<file path="src/rtl/lsu_pkg.sv">
// ---------------------------------------------------------------------------
// lsu_pkg
// Shared definitions for the load/store unit: access-size encodings, the
// controller state enum, the default MMIO window base and a small helper.
// No ports; imported by the interface, the lane sub-module and the top.
// ---------------------------------------------------------------------------
package lsu_pkg;

  // Access size as carried on the request bus. SZ_BAD marks the illegal code.
  typedef enum logic [1:0] {
    SZ_BYTE = 2'd0,
    SZ_HALF = 2'd1,
    SZ_WORD = 2'd2,
    SZ_BAD  = 2'd3
  } size_e;

  // Controller states, in the order a read-modify-write walks through them.
  typedef enum logic [2:0] {
    IDLE,
    RD,
    WAIT,
    WR,
    RESP
  } state_e;

  // Lowest MMIO address. Device registers there only accept whole-word stores.
  localparam logic [31:0] MMIO_BASE_DEFAULT = 32'hFFFF_FFF0;

  // Sub-word accesses are the ones that need lane handling.
  function automatic logic isSubWord(input size_e s);
    return (s == SZ_BYTE) || (s == SZ_HALF);
  endfunction

endpackage

</file>
<file path="src/rtl/load_store_unit_if.sv">
// ---------------------------------------------------------------------------
// load_store_unit_if
// Request/response channel between the CPU pipeline and the load/store unit.
//   req_valid / req_ready : request handshake, accepted when both are high
//   req_we                : 1 = store, 0 = load
//   req_size              : 0 byte, 1 half, 2 word, 3 illegal
//   req_signed            : sign-extend sub-word loads
//   req_addr / req_wdata  : byte address and right-justified store data
//   resp_valid            : one-cycle response strobe (no backpressure)
//   resp_rdata / resp_err : load result (0 for stores) and error flag
// master = pipeline side, slave = load/store unit side.
// ---------------------------------------------------------------------------
interface load_store_unit_if #(
  parameter int DATA_W = 32,
  parameter int ADDR_W = 32
);

  logic              req_valid;
  logic              req_ready;
  logic              req_we;
  logic [1:0]        req_size;
  logic              req_signed;
  logic [ADDR_W-1:0] req_addr;
  logic [DATA_W-1:0] req_wdata;
  logic              resp_valid;
  logic [DATA_W-1:0] resp_rdata;
  logic              resp_err;

  modport master (
    output req_valid, req_we, req_size, req_signed, req_addr, req_wdata,
    input  req_ready, resp_valid, resp_rdata, resp_err
  );

  modport slave (
    input  req_valid, req_we, req_size, req_signed, req_addr, req_wdata,
    output req_ready, resp_valid, resp_rdata, resp_err
  );

endinterface

</file>
<file path="src/rtl/lsu_lane.sv">
// ---------------------------------------------------------------------------
// lsu_lane
// Purely combinational little-endian lane logic.
//   i_word       : word returned by memory
//   i_offset     : byte offset of the access inside that word
//   i_size       : access size
//   i_signed     : sign-extend sub-word load results
//   i_storeData  : low half of the store data (only bytes/halves are merged)
//   o_loadVal    : extracted and extended load result
//   o_mergedWord : i_word with the store byte/half inserted at i_offset
// Word accesses pass i_word through unchanged on both outputs.
// ---------------------------------------------------------------------------
module lsu_lane
  import lsu_pkg::*;
#(
  parameter int DATA_W = 32
) (
  input  logic [DATA_W-1:0] i_word,
  input  logic [1:0]        i_offset,
  input  size_e             i_size,
  input  logic              i_signed,
  input  logic [15:0]       i_storeData,
  output logic [DATA_W-1:0] o_loadVal,
  output logic [DATA_W-1:0] o_mergedWord
);

  logic [7:0]  w_byte;
  logic [15:0] w_half;

  // Pick the addressed lane once, then either extend it for a load or
  // overwrite it in place for a read-modify-write store. Halves are aligned,
  // so only offset bit 1 selects between the two half lanes.
  always_comb begin
    o_loadVal    = i_word;
    o_mergedWord = i_word;
    w_byte       = i_word[{i_offset, 3'b000} +: 8];
    w_half       = i_word[{i_offset[1], 4'b0000} +: 16];
    case (i_size)
      SZ_BYTE: begin
        o_loadVal = {{(DATA_W-8){i_signed & w_byte[7]}}, w_byte};
        o_mergedWord[{i_offset, 3'b000} +: 8] = i_storeData[7:0];
      end
      SZ_HALF: begin
        o_loadVal = {{(DATA_W-16){i_signed & w_half[15]}}, w_half};
        o_mergedWord[{i_offset[1], 4'b0000} +: 16] = i_storeData;
      end
      default: ;
    endcase
  end

endmodule

</file>
<file path="src/rtl/load_store_unit.sv">
// ---------------------------------------------------------------------------
// load_store_unit
// Memory-access stage between the CPU pipeline and a word-only memory.
// Takes one request at a time, performs sub-word loads by lane extraction and
// sub-word stores by read-modify-write, and returns one response per request.
//   clk, rst    : rising-edge clock, synchronous active-high reset
//   bus         : request/response channel (slave side)
//   memread_o   : read strobe, data comes back on memrdata_i one cycle later
//   memwrite_o  : write strobe
//   memaddr_o   : word-aligned address, holds its last value when idle
//   memwdata_o  : full-word write data
//   memrdata_i  : memory read data
// ---------------------------------------------------------------------------
module load_store_unit
  import lsu_pkg::*;
#(
  parameter int                DATA_W    = 32,
  parameter int                ADDR_W    = 32,
  parameter logic [ADDR_W-1:0] MMIO_BASE = MMIO_BASE_DEFAULT
) (
  input  logic                clk,
  input  logic                rst,
  load_store_unit_if.slave    bus,
  output logic                memread_o,
  output logic                memwrite_o,
  output logic [ADDR_W-1:0]   memaddr_o,
  output logic [DATA_W-1:0]   memwdata_o,
  input  logic [DATA_W-1:0]   memrdata_i
);

  state_e            r_state;
  logic              r_ready;
  logic              r_respValid;
  logic              r_respErr;
  logic [DATA_W-1:0] r_respData;
  logic              r_we;
  size_e             r_size;
  logic              r_signed;
  logic [1:0]        r_offset;
  logic [15:0]       r_wdata;
  logic [ADDR_W-1:0] r_memAddr;
  logic [DATA_W-1:0] r_memWdata;

  logic              w_err;
  logic [DATA_W-1:0] w_loadVal;
  logic [DATA_W-1:0] w_mergedWord;

  // Classify the incoming request. Misaligned halves/words and the illegal
  // size code are rejected, as is any byte/half store into the MMIO window,
  // because device registers cannot tolerate the read half of a merge.
  always_comb begin
    w_err = 1'b0;
    case (size_e'(bus.req_size))
      SZ_BYTE: w_err = bus.req_we && (bus.req_addr >= MMIO_BASE);
      SZ_HALF: w_err = bus.req_addr[0] || (bus.req_we && (bus.req_addr >= MMIO_BASE));
      SZ_WORD: w_err = (bus.req_addr[1:0] != 2'b00);
      default: w_err = 1'b1;
    endcase
  end

  // Lane extraction and merge run on the raw memory data; they are only
  // consumed in the WAIT state, when memrdata_i holds the requested word.
  lsu_lane #(.DATA_W(DATA_W)) u_lane (
    .i_word       (memrdata_i),
    .i_offset     (r_offset),
    .i_size       (r_size),
    .i_signed     (r_signed),
    .i_storeData  (r_wdata),
    .o_loadVal    (w_loadVal),
    .o_mergedWord (w_mergedWord)
  );

  // Main controller. Every response-side output is registered on the edge
  // that enters RESP, so resp_valid is high for exactly the RESP cycle.
  // The aligned address is captured once at accept and reused by RD and WR.
  // A reset in any state simply drops the request: nothing is replayed.
  always_ff @(posedge clk) begin
    if (rst) begin
      r_state     <= IDLE;
      r_ready     <= 1'b1;
      r_respValid <= 1'b0;
      r_respErr   <= 1'b0;
      r_respData  <= '0;
      r_we        <= 1'b0;
      r_size      <= SZ_BYTE;
      r_signed    <= 1'b0;
      r_offset    <= 2'b00;
      r_wdata     <= '0;
      r_memAddr   <= '0;
      r_memWdata  <= '0;
    end else begin
      r_respValid <= 1'b0;
      case (r_state)
        IDLE: begin
          if (bus.req_valid && r_ready) begin
            r_ready  <= 1'b0;
            r_we     <= bus.req_we;
            r_size   <= size_e'(bus.req_size);
            r_signed <= bus.req_signed;
            r_offset <= bus.req_addr[1:0];
            r_wdata  <= bus.req_wdata[15:0];
            if (w_err) begin
              r_respValid <= 1'b1;
              r_respErr   <= 1'b1;
              r_respData  <= '0;
              r_state     <= RESP;
            end else begin
              r_memAddr <= {bus.req_addr[ADDR_W-1:2], 2'b00};
              if (!bus.req_we || isSubWord(size_e'(bus.req_size))) begin
                r_state <= RD;
              end else begin
                r_memWdata <= bus.req_wdata;
                r_state    <= WR;
              end
            end
          end
        end
        RD: r_state <= WAIT;
        WAIT: begin
          if (r_we) begin
            r_memWdata <= w_mergedWord;
            r_state    <= WR;
          end else begin
            r_respValid <= 1'b1;
            r_respErr   <= 1'b0;
            r_respData  <= w_loadVal;
            r_state     <= RESP;
          end
        end
        WR: begin
          r_respValid <= 1'b1;
          r_respErr   <= 1'b0;
          r_respData  <= '0;
          r_state     <= RESP;
        end
        RESP: begin
          r_ready <= 1'b1;
          r_state <= IDLE;
        end
        default: begin
          r_ready <= 1'b1;
          r_state <= IDLE;
        end
      endcase
    end
  end

  // Strobes are decoded from state and masked by reset so that a reset cycle
  // can never issue a memory access, whatever state it interrupts.
  assign memread_o  = (r_state == RD) && !rst;
  assign memwrite_o = (r_state == WR) && !rst;
  assign memaddr_o  = r_memAddr;
  assign memwdata_o = r_memWdata;

  assign bus.req_ready  = r_ready;
  assign bus.resp_valid = r_respValid;
  assign bus.resp_rdata = r_respData;
  assign bus.resp_err   = r_respErr;

endmodule

</file>
<file path="src/flat_wrapper.sv">
// flat-port wrapper written by rule: the top's interface ports become plain ports
module load_store_unit_flat import lsu_pkg::*;
#(
  parameter int                DATA_W    = 32,
  parameter int                ADDR_W    = 32,
  parameter logic [ADDR_W-1:0] MMIO_BASE = MMIO_BASE_DEFAULT
)
  (clk, rst, memread_o, memwrite_o, memaddr_o, memwdata_o, memrdata_i, bus_req_valid, bus_req_we, bus_req_size, bus_req_signed, bus_req_addr, bus_req_wdata, bus_req_ready, bus_resp_valid, bus_resp_rdata, bus_resp_err);
  load_store_unit_if #(.DATA_W(DATA_W), .ADDR_W(ADDR_W)) bus_i ();
  input  logic clk;
  input  logic rst;
  output logic memread_o;
  output logic memwrite_o;
  output logic [ADDR_W-1:0] memaddr_o;
  output logic [DATA_W-1:0] memwdata_o;
  input  logic [DATA_W-1:0] memrdata_i;
  input wire logic [$bits(bus_i.req_valid)-1:0] bus_req_valid;
  input wire logic [$bits(bus_i.req_we)-1:0] bus_req_we;
  input wire logic [$bits(bus_i.req_size)-1:0] bus_req_size;
  input wire logic [$bits(bus_i.req_signed)-1:0] bus_req_signed;
  input wire logic [$bits(bus_i.req_addr)-1:0] bus_req_addr;
  input wire logic [$bits(bus_i.req_wdata)-1:0] bus_req_wdata;
  output wire logic [$bits(bus_i.req_ready)-1:0] bus_req_ready;
  output wire logic [$bits(bus_i.resp_valid)-1:0] bus_resp_valid;
  output wire logic [$bits(bus_i.resp_rdata)-1:0] bus_resp_rdata;
  output wire logic [$bits(bus_i.resp_err)-1:0] bus_resp_err;
  assign bus_i.req_valid = bus_req_valid;
  assign bus_i.req_we = bus_req_we;
  assign bus_i.req_size = bus_req_size;
  assign bus_i.req_signed = bus_req_signed;
  assign bus_i.req_addr = bus_req_addr;
  assign bus_i.req_wdata = bus_req_wdata;
  assign bus_req_ready = bus_i.req_ready;
  assign bus_resp_valid = bus_i.resp_valid;
  assign bus_resp_rdata = bus_i.resp_rdata;
  assign bus_resp_err = bus_i.resp_err;
  load_store_unit #(.DATA_W(DATA_W), .ADDR_W(ADDR_W), .MMIO_BASE(MMIO_BASE)) u_core (.clk(clk), .rst(rst), .bus(bus_i), .memread_o(memread_o), .memwrite_o(memwrite_o), .memaddr_o(memaddr_o), .memwdata_o(memwdata_o), .memrdata_i(memrdata_i));
endmodule
</file>
<file path="config.mk">
export PLATFORM = sky130hd
export DESIGN_NAME = load_store_unit_flat
export DESIGN_NICKNAME = d
export VERILOG_FILES = /design/src/rtl/lsu_pkg.sv /design/src/rtl/load_store_unit_if.sv /design/src/rtl/lsu_lane.sv /design/src/rtl/load_store_unit.sv /design/src/flat_wrapper.sv
export SDC_FILE = /design/constraint.sdc
export NUM_CORES = 1
export LEC_CHECK = 0
export BUFFER_PORTS_ARGS = -buffer_cell sky130_fd_sc_hd__buf_2
export CAP_MARGIN = 30
export CORE_ASPECT_RATIO = 2
export CORE_MARGIN = 2
export CORE_UTILIZATION = 55
export CTS_CLUSTER_DIAMETER = 150
export DETAILED_ROUTE_END_ITERATION = 8
export GPL_TIMING_DRIVEN = 0
export PLACE_DENSITY = 0.86
export SLEW_MARGIN = 20
export SYNTH_ARGS = -nofsm -noshare
export SYNTH_HDL_FRONTEND = slang
export SYNTH_HIERARCHICAL = 1
export SYNTH_SLANG_ARGS = --single-unit
</file>
<file path="constraint.sdc">
create_clock -name clk -period 4.5 [get_ports clk]
set_clock_uncertainty 0.2 [all_clocks]
set_input_delay 0.45 -clock clk [delete_from_list [all_inputs] [get_ports clk]]
set_output_delay 0.45 -clock clk [all_outputs]
set_load 0.03 [all_outputs]
</file>
# --- Word-level counts from Yosys, hierarchy flattened ---
# Cells that the tools add are included.
totals:
  elab_cells: 87
  inputBits: 103
  output_inout_bits: 101
  reg_bits: 122
classes:
  n_addsub: 2
  n_eq_ne: 12
  order_cmp: 1
  n_mux: 29
  n_reduce_logical: 21
  bitwise: 4
  n_shift: 6
op_table:
  columns: ["cell", "count"]
  rows:
  - ["$mux W32", 7]
  - ["$pmux W32 S2", 3]
  - ["$pmux W32 S3", 1]
  - ["$bwmux W32", 2]
  - ["$ge A32 B32 Y1 const B", 1]
  - ["$shift A16 B7 Y32 const A", 1]
  - ["$shift A8 B7 Y32 const A", 1]
  - ["$shiftx A16 B7 Y32", 1]
  - ["$shiftx A32 B6 Y16", 1]
  - ["$shiftx A32 B6 Y8", 1]
  - ["$shiftx A8 B7 Y32", 1]
  - ["$neg A5 Y7", 2]
  - ["$pmux W3 S4", 1]
  - ["$mux W3", 3]
  - ["$pmux W1 S3", 3]
  - ["$mux W1", 7]
  - ["$eq A3 B2 Y1 const B", 2]
  - ["$ne A2 B1 Y1 const B", 3]
  - ["$ne A2 B2 Y1 const B", 3]
  - ["$reduce_and A5 Y1", 1]
  - ["$eq A2 B1 Y1 const B", 2]
  - ["$logic_and A1 B1 Y1", 4]
  - ["$logic_not A2 Y1", 2]
  - ["$reduce_and A2 Y1", 2]
  - ["14 further kinds", 20]

# --- Depth between registers and ports, before layout ---
depth:
  ltp_word: 7
  ltp_mapped: 11
  ltp_nobuf: 8

# --- Modules after synthesis ---
# Netlist, hierarchy kept.
by_module_without_submodules:
  columns: ["mod", "area_per_inst_um2", "seq_area_each_um2", "instances", "cells_each"]
  rows:
  - ["load_store_unit", 5139.9, 2442.3, 1, 577]
  - ["lsu_lane", 1649.1, 0.0, 1, 270]

# --- Least setup slack after synthesis ---
# OpenSTA, ideal clock, no wires.
synth_path:
  path_kind: "reg2reg"
  startpoint: "register u_core.r_offset[1]"
  endpoint: "register u_core.r_memWdata[10], in the netlist u_core/memwdata_o[10]"
  setup_ns: 0.134
  path_slack_ns: 1.969
  path_stages_with_launch: 11
  t_required_ns: 4.166
  t_arrival_ns: 2.197
  path_cell_list: "dfxtp_1 buf_4 inv_2 buf_1 ha_1 nor3b_1 and3_1 buf_2 a221o_1 mux2i_1 a211oi_1"
synth_between:
  elab_chain_cells: 6
  word_cells_on_any_way: 11
  cone_classes: "add/sub (2); shift (4); mux (5)"
synth_rtl:
  columns: ["item", "line_no", "rtl"]
  rows:
  - ["from (decl)", "load_store_unit.sv:39", "logic [1:0] r_offset;"]
  - ["from (signal assigned)", "load_store_unit.sv:100", "r_offset <= bus.req_addr[1:0];"]
  - ["$neg A5 Y7, on equally long branches", "lsu_lane.sv:45, lsu_lane.sv:41", null]
  - ["$shiftx A16 B7 Y32 (tied with other cells)", "lsu_lane.sv:45", "o_mergedWord[{i_offset[1], 4'b0000} +: 16] = i_storeData;"]
  - ["$bwmux W32, on equally long branches", "lsu_lane.sv:45, lsu_lane.sv:41", null]
  - ["$pmux W32 S2 (*)", "lsu_lane.sv:38", "case (i_size)"]
  - ["named net u_core.w_mergedWord[10]", "load_store_unit.sv:46", "logic [DATA_W-1:0] w_mergedWord;"]
  - ["$mux W32 (*)", "load_store_unit.sv:120", "if (r_we) begin"]
  - ["$pmux W32 S2 (*)", "load_store_unit.sv:93", "case (r_state)"]
  - ["to (signal assigned)", "load_store_unit.sv:112", "r_memWdata <= bus.req_wdata;"]
  - ["to (signal assigned)", "load_store_unit.sv:121", "r_memWdata <= w_mergedWord;"]
  - ["to (decl)", "load_store_unit.sv:42", "logic [DATA_W-1:0] r_memWdata;"]
# The timed path passes the listed nets; every way through them passes the cells marked *. The select of a mux whose other input is x is not followed.
# A chain may end at the register's enable or synchronous reset.

# --- Worst setup path after layout ---
layout_path:
  startpoint: "register u_core.r_offset[1]"
  endpoint: "register u_core.r_memWdata[9], in the netlist u_core/memwdata_o[9]"
# Same word-level chain as after synthesis.

==> impl_metrics.env <==
export IMPL_post_route_min_period_ps=3103
export IMPL_cp_required_ps=4570
export IMPL_path_class="reg -> reg"
export IMPL_postCtsSetupRepairBufs=0
export IMPL_ir_drop_v=0.0003320
export IMPL_rsz0062_at_grt="false"
export IMPL_portBuffers=200
export IMPL_final_cell_mix="buf_2, nand2_1, dfxtp_1"
export IMPL_drc=0
export IMPL_cts_root_buf="clkbuf_16"
export IMPL_critPathSlowestCell="buf_1"
export IMPL_coreArea_um2=12120
export IMPL_power_frac_clock_pct=43.7
export IMPL_antenna_found_initial=0
export IMPL_crit_start="u_core/r_offset[1]$_SDFFE_PP0P_"
export IMPL_synth_cells=847
export IMPL_synth_edff_count=0
export IMPL_hold_violations=0
export IMPL_cts_resized=0
export IMPL_yosysUniqueCellTypes=56
export IMPL_ant_nets=0
export IMPL_grt_pass1_wl_um=37800
export IMPL_fin_setup_tns_ps=0
export IMPL_top_layer="met4"
export IMPL_area_growth_pct=26.63
export IMPL_cts_buffer_depth=2
export IMPL_wire_per_inst_um=20.72
export IMPL_grt_pass1_vias=7285
export IMPL_dr_wl_met3_um=2114
export IMPL_multi_input_area_um2=3930
export IMPL_cts_tree="done"
export IMPL_endpoint_kind="flop"
export IMPL_seq_area_frac_synth_pct=35.97
export IMPL_clock_latency_ps=420
export IMPL_path_cells="buf_4 -> inv_2 -> buf_1 -> ha_1 -> nor3b_1 -> and3_1 -> buf_2 -> a221o_1 -> mux2i_1 -> a211oi_1"
export IMPL_fin_area_um2=8597
export IMPL_p_int_mw=2.252
export IMPL_setup_viol=0
export IMPL_switching_share_pct=31.33
export IMPL_status="complete, no violations"
export IMPL_regArea_um2=2442
export IMPL_layout_drive_gt1_share_pct=25.72
export IMPL_hold_path_class="in -> reg"
export IMPL_yosys_warnings=6
export IMPL_fin_nets=1176
export IMPL_slew_headroom_pct=40.89
export IMPL_avgSynthCellArea_um2=8.015
export IMPL_fill_cells=1015
export IMPL_vias_per_cell=6.115
export IMPL_critPathLaunchType="flop"
export IMPL_cap_violations=0
export IMPL_drtIter0Drc=673
export IMPL_tightest_slew_ps=886.7
export IMPL_leakage_nw=3.684
export IMPL_timing_final_crit_share_pct=68.95
export IMPL_p_switching_mw=1.028
export IMPL_ios=204
export IMPL_die_x_um=82.56
export IMPL_fin_cells=1228
export IMPL_detail_route_first_pass_iterations=8
export IMPL_hold_buffers=0
export IMPL_max_freq_mhz=322.3
export IMPL_p_comb_share_pct=20.3
export IMPL_crit_family="buffers and inverters"
export IMPL_numCtsBuffers=17
export IMPL_wl_um=25440
export IMPL_synth_top_flop_cell="dfxtp_1"
export IMPL_std_cell_rows=57
export IMPL_path_max_fanout=12
export IMPL_cp_data_arrival_time_ps=3170
export IMPL_synthArstFlopShare_pct=0
export IMPL_netlist_area_um2=6789
export IMPL_fp_dieH_um=161.1
export IMPL_h_tree_depth=4
export IMPL_ys_ff_latch=122
export IMPL_die_area_um2=13300
export IMPL_gp_congestion=1.059
export IMPL_reg2reg_from="u_core/r_offset[1]$_SDFFE_PP0P_"
export IMPL_crit_buf_inv=4
export IMPL_final_common_cell="buf_2"
export IMPL_p_seq_share_pct=35.9
export IMPL_start_util_pct=56.00
export IMPL_wl_met1_um=7867
export IMPL_postPlaceCellArea_um2=7983
export IMPL_critical_path_max_stage_delay_ps=500
export IMPL_report_final_slew_viol_count=0
export IMPL_grt_use_total_pct=38.15
export IMPL_antenna_cells=0
export IMPL_cts_sinks=122
export IMPL_min_from="bus_req_wdata[11]"
export IMPL_grt_overflow_total=0
export IMPL_clk_transition_reported_paths_ps=60
export IMPL_wl_met2_um=12790
export IMPL_power_density_nw_per_um2=381.5
export IMPL_vias=7509
export IMPL_post_dp_hpwl_um=19650
export IMPL_grt_max_degree=17
export IMPL_placedCellCount=1196
## logic make-up (layout without fill, tap and decap cells)
family,count (synthesis),after routing,synth area share [%]
other cells,1,2,0.05524
buf+inv,90,323,6.192
fa+ha+maj,5,5,0.9215
mux,64,64,9.436
simple gates,330,330,24.18
compound gates,235,235,23.24
flops,122,122,35.97
## sequential cells by signal, summed over array words and instances, names as in the netlist
register               cells
u_core/r_signed            1
u_core/bus.resp_err        1
u_core/bus.resp_valid      1
u_core/memaddr_o          30
u_core/r_size              2
u_core/bus.req_ready       1
u_core/r_state             3
u_core/memwdata_o         32
u_core/r_wdata            16
u_core/bus.resp_rdata     32
u_core/r_offset            2
u_core/r_we                1
## routing by layer
metal | up-vias | track usage [%]
met5 | - | 0
met3 | 157 | 8.492
met2 | 461 | 65.98
met1 | 3441 | 35.49
met4 | 0 | 33.53
li1 | 3450 | -
## metrics by stage
| step | setup WS (ps) | hold slack, ps | util, % | power [mW] |
|---|---|---|---|---|
| final | 1397 | 82.07 | 70.91 | 3.280 |
| after global routing | 1236 | 88.07 | 70.91 | 3.383 |
| after CTS | 1470 | 75.12 | 70.91 | 3.269 |
| after detailed placement | 1490 | 248.3 | 65.84 | 1.844 |
| after global placement | 1488 | 244.6 | 65.80 | 1.838 |
| after floorplan | 1969 | 236.7 | - | 1.610 |
## cell usage after synthesis, drive strengths merged, types with 2 or more instances
| library cell | count | share of area, % |
|---|---|---|
| ha | 5 | 0.92 |
| dfxtp | 122 | 36 |
| o21bai | 5 | 0.55 |
| a222oi | 7 | 1.0 |
| a21oi | 75 | 5.5 |
| nand2 | 130 | 7.2 |
| nor2 | 47 | 2.7 |
| nor4 | 2 | 0.18 |
| and2 | 4 | 0.37 |
| a211oi | 32 | 3.5 |
| o21ai | 41 | 3.0 |
| o2bb2ai | 2 | 0.26 |
| nor3 | 5 | 0.61 |
| and4b | 2 | 0.29 |
| clkbuf | 38 | 2.2 |
| a22o | 15 | 1.9 |
| mux2i | 64 | 9.4 |
| or3 | 2 | 0.26 |
| nand3 | 35 | 2.6 |
| nand4 | 6 | 0.55 |
| nor2b | 17 | 1.6 |
| a221o | 23 | 3.4 |
| o22ai | 4 | 0.37 |
| nor3b | 2 | 0.29 |
| and3b | 2 | 0.26 |
| inv | 15 | 0.83 |
| and3 | 2 | 0.18 |
| nand2b | 70 | 6.5 |
| a22oi | 24 | 2.7 |
| buf | 37 | 3.1 |
## power groups by stage
stage | registers [mW] | logic [mW] | clock network, mW
after floorplan | 1.24 | 0.367 | 0
after global placement | 1.20 | 0.640 | 0
after detailed placement | 1.20 | 0.646 | 0
after CTS | 1.18 | 0.651 | 1.44
after global routing | 1.18 | 0.715 | 1.49
final | 1.18 | 0.667 | 1.43
## path summary, 6_finish.rpt
path | to | slack (ps) | cells past startpoint
worst min register to register | u_core/r_size[0]$_SDFFE_PP0P_ | 260 | 2
worst min-delay path | u_core/r_wdata[11]$_SDFFE_PP0P_ | 80 | 3
worst max register to register | u_core/memwdata_o[9]$_SDFFE_PP0P_ | 1400 | 10
worst max-delay path | u_core/memwdata_o[9]$_SDFFE_PP0P_ | 1400 | 10
## cell type report
type / instances / share of cell area (%)
plain buffers: 75 / 4.235
clock buffers: 17 / 4.948
clock inverters: 15 / 2.198
inverters: 15 / 0.6549
multi-input cells: 636 / 45.71
flip-flops and latches: 122 / 28.41
well taps: 147 / 2.139
repair buffers: 201 / 11.70
## worst register-to-register path: stages, from the launching register on
cell and delay (ps):
dfxtp_1 360, buf_4 200, inv_2 150, buf_1 500
ha_1 370, nor3b_1 160, and3_1 170, buf_2 160
a221o_1 420, mux2i_1 170, a211oi_1 100
(Power assumes the default switching activity.)
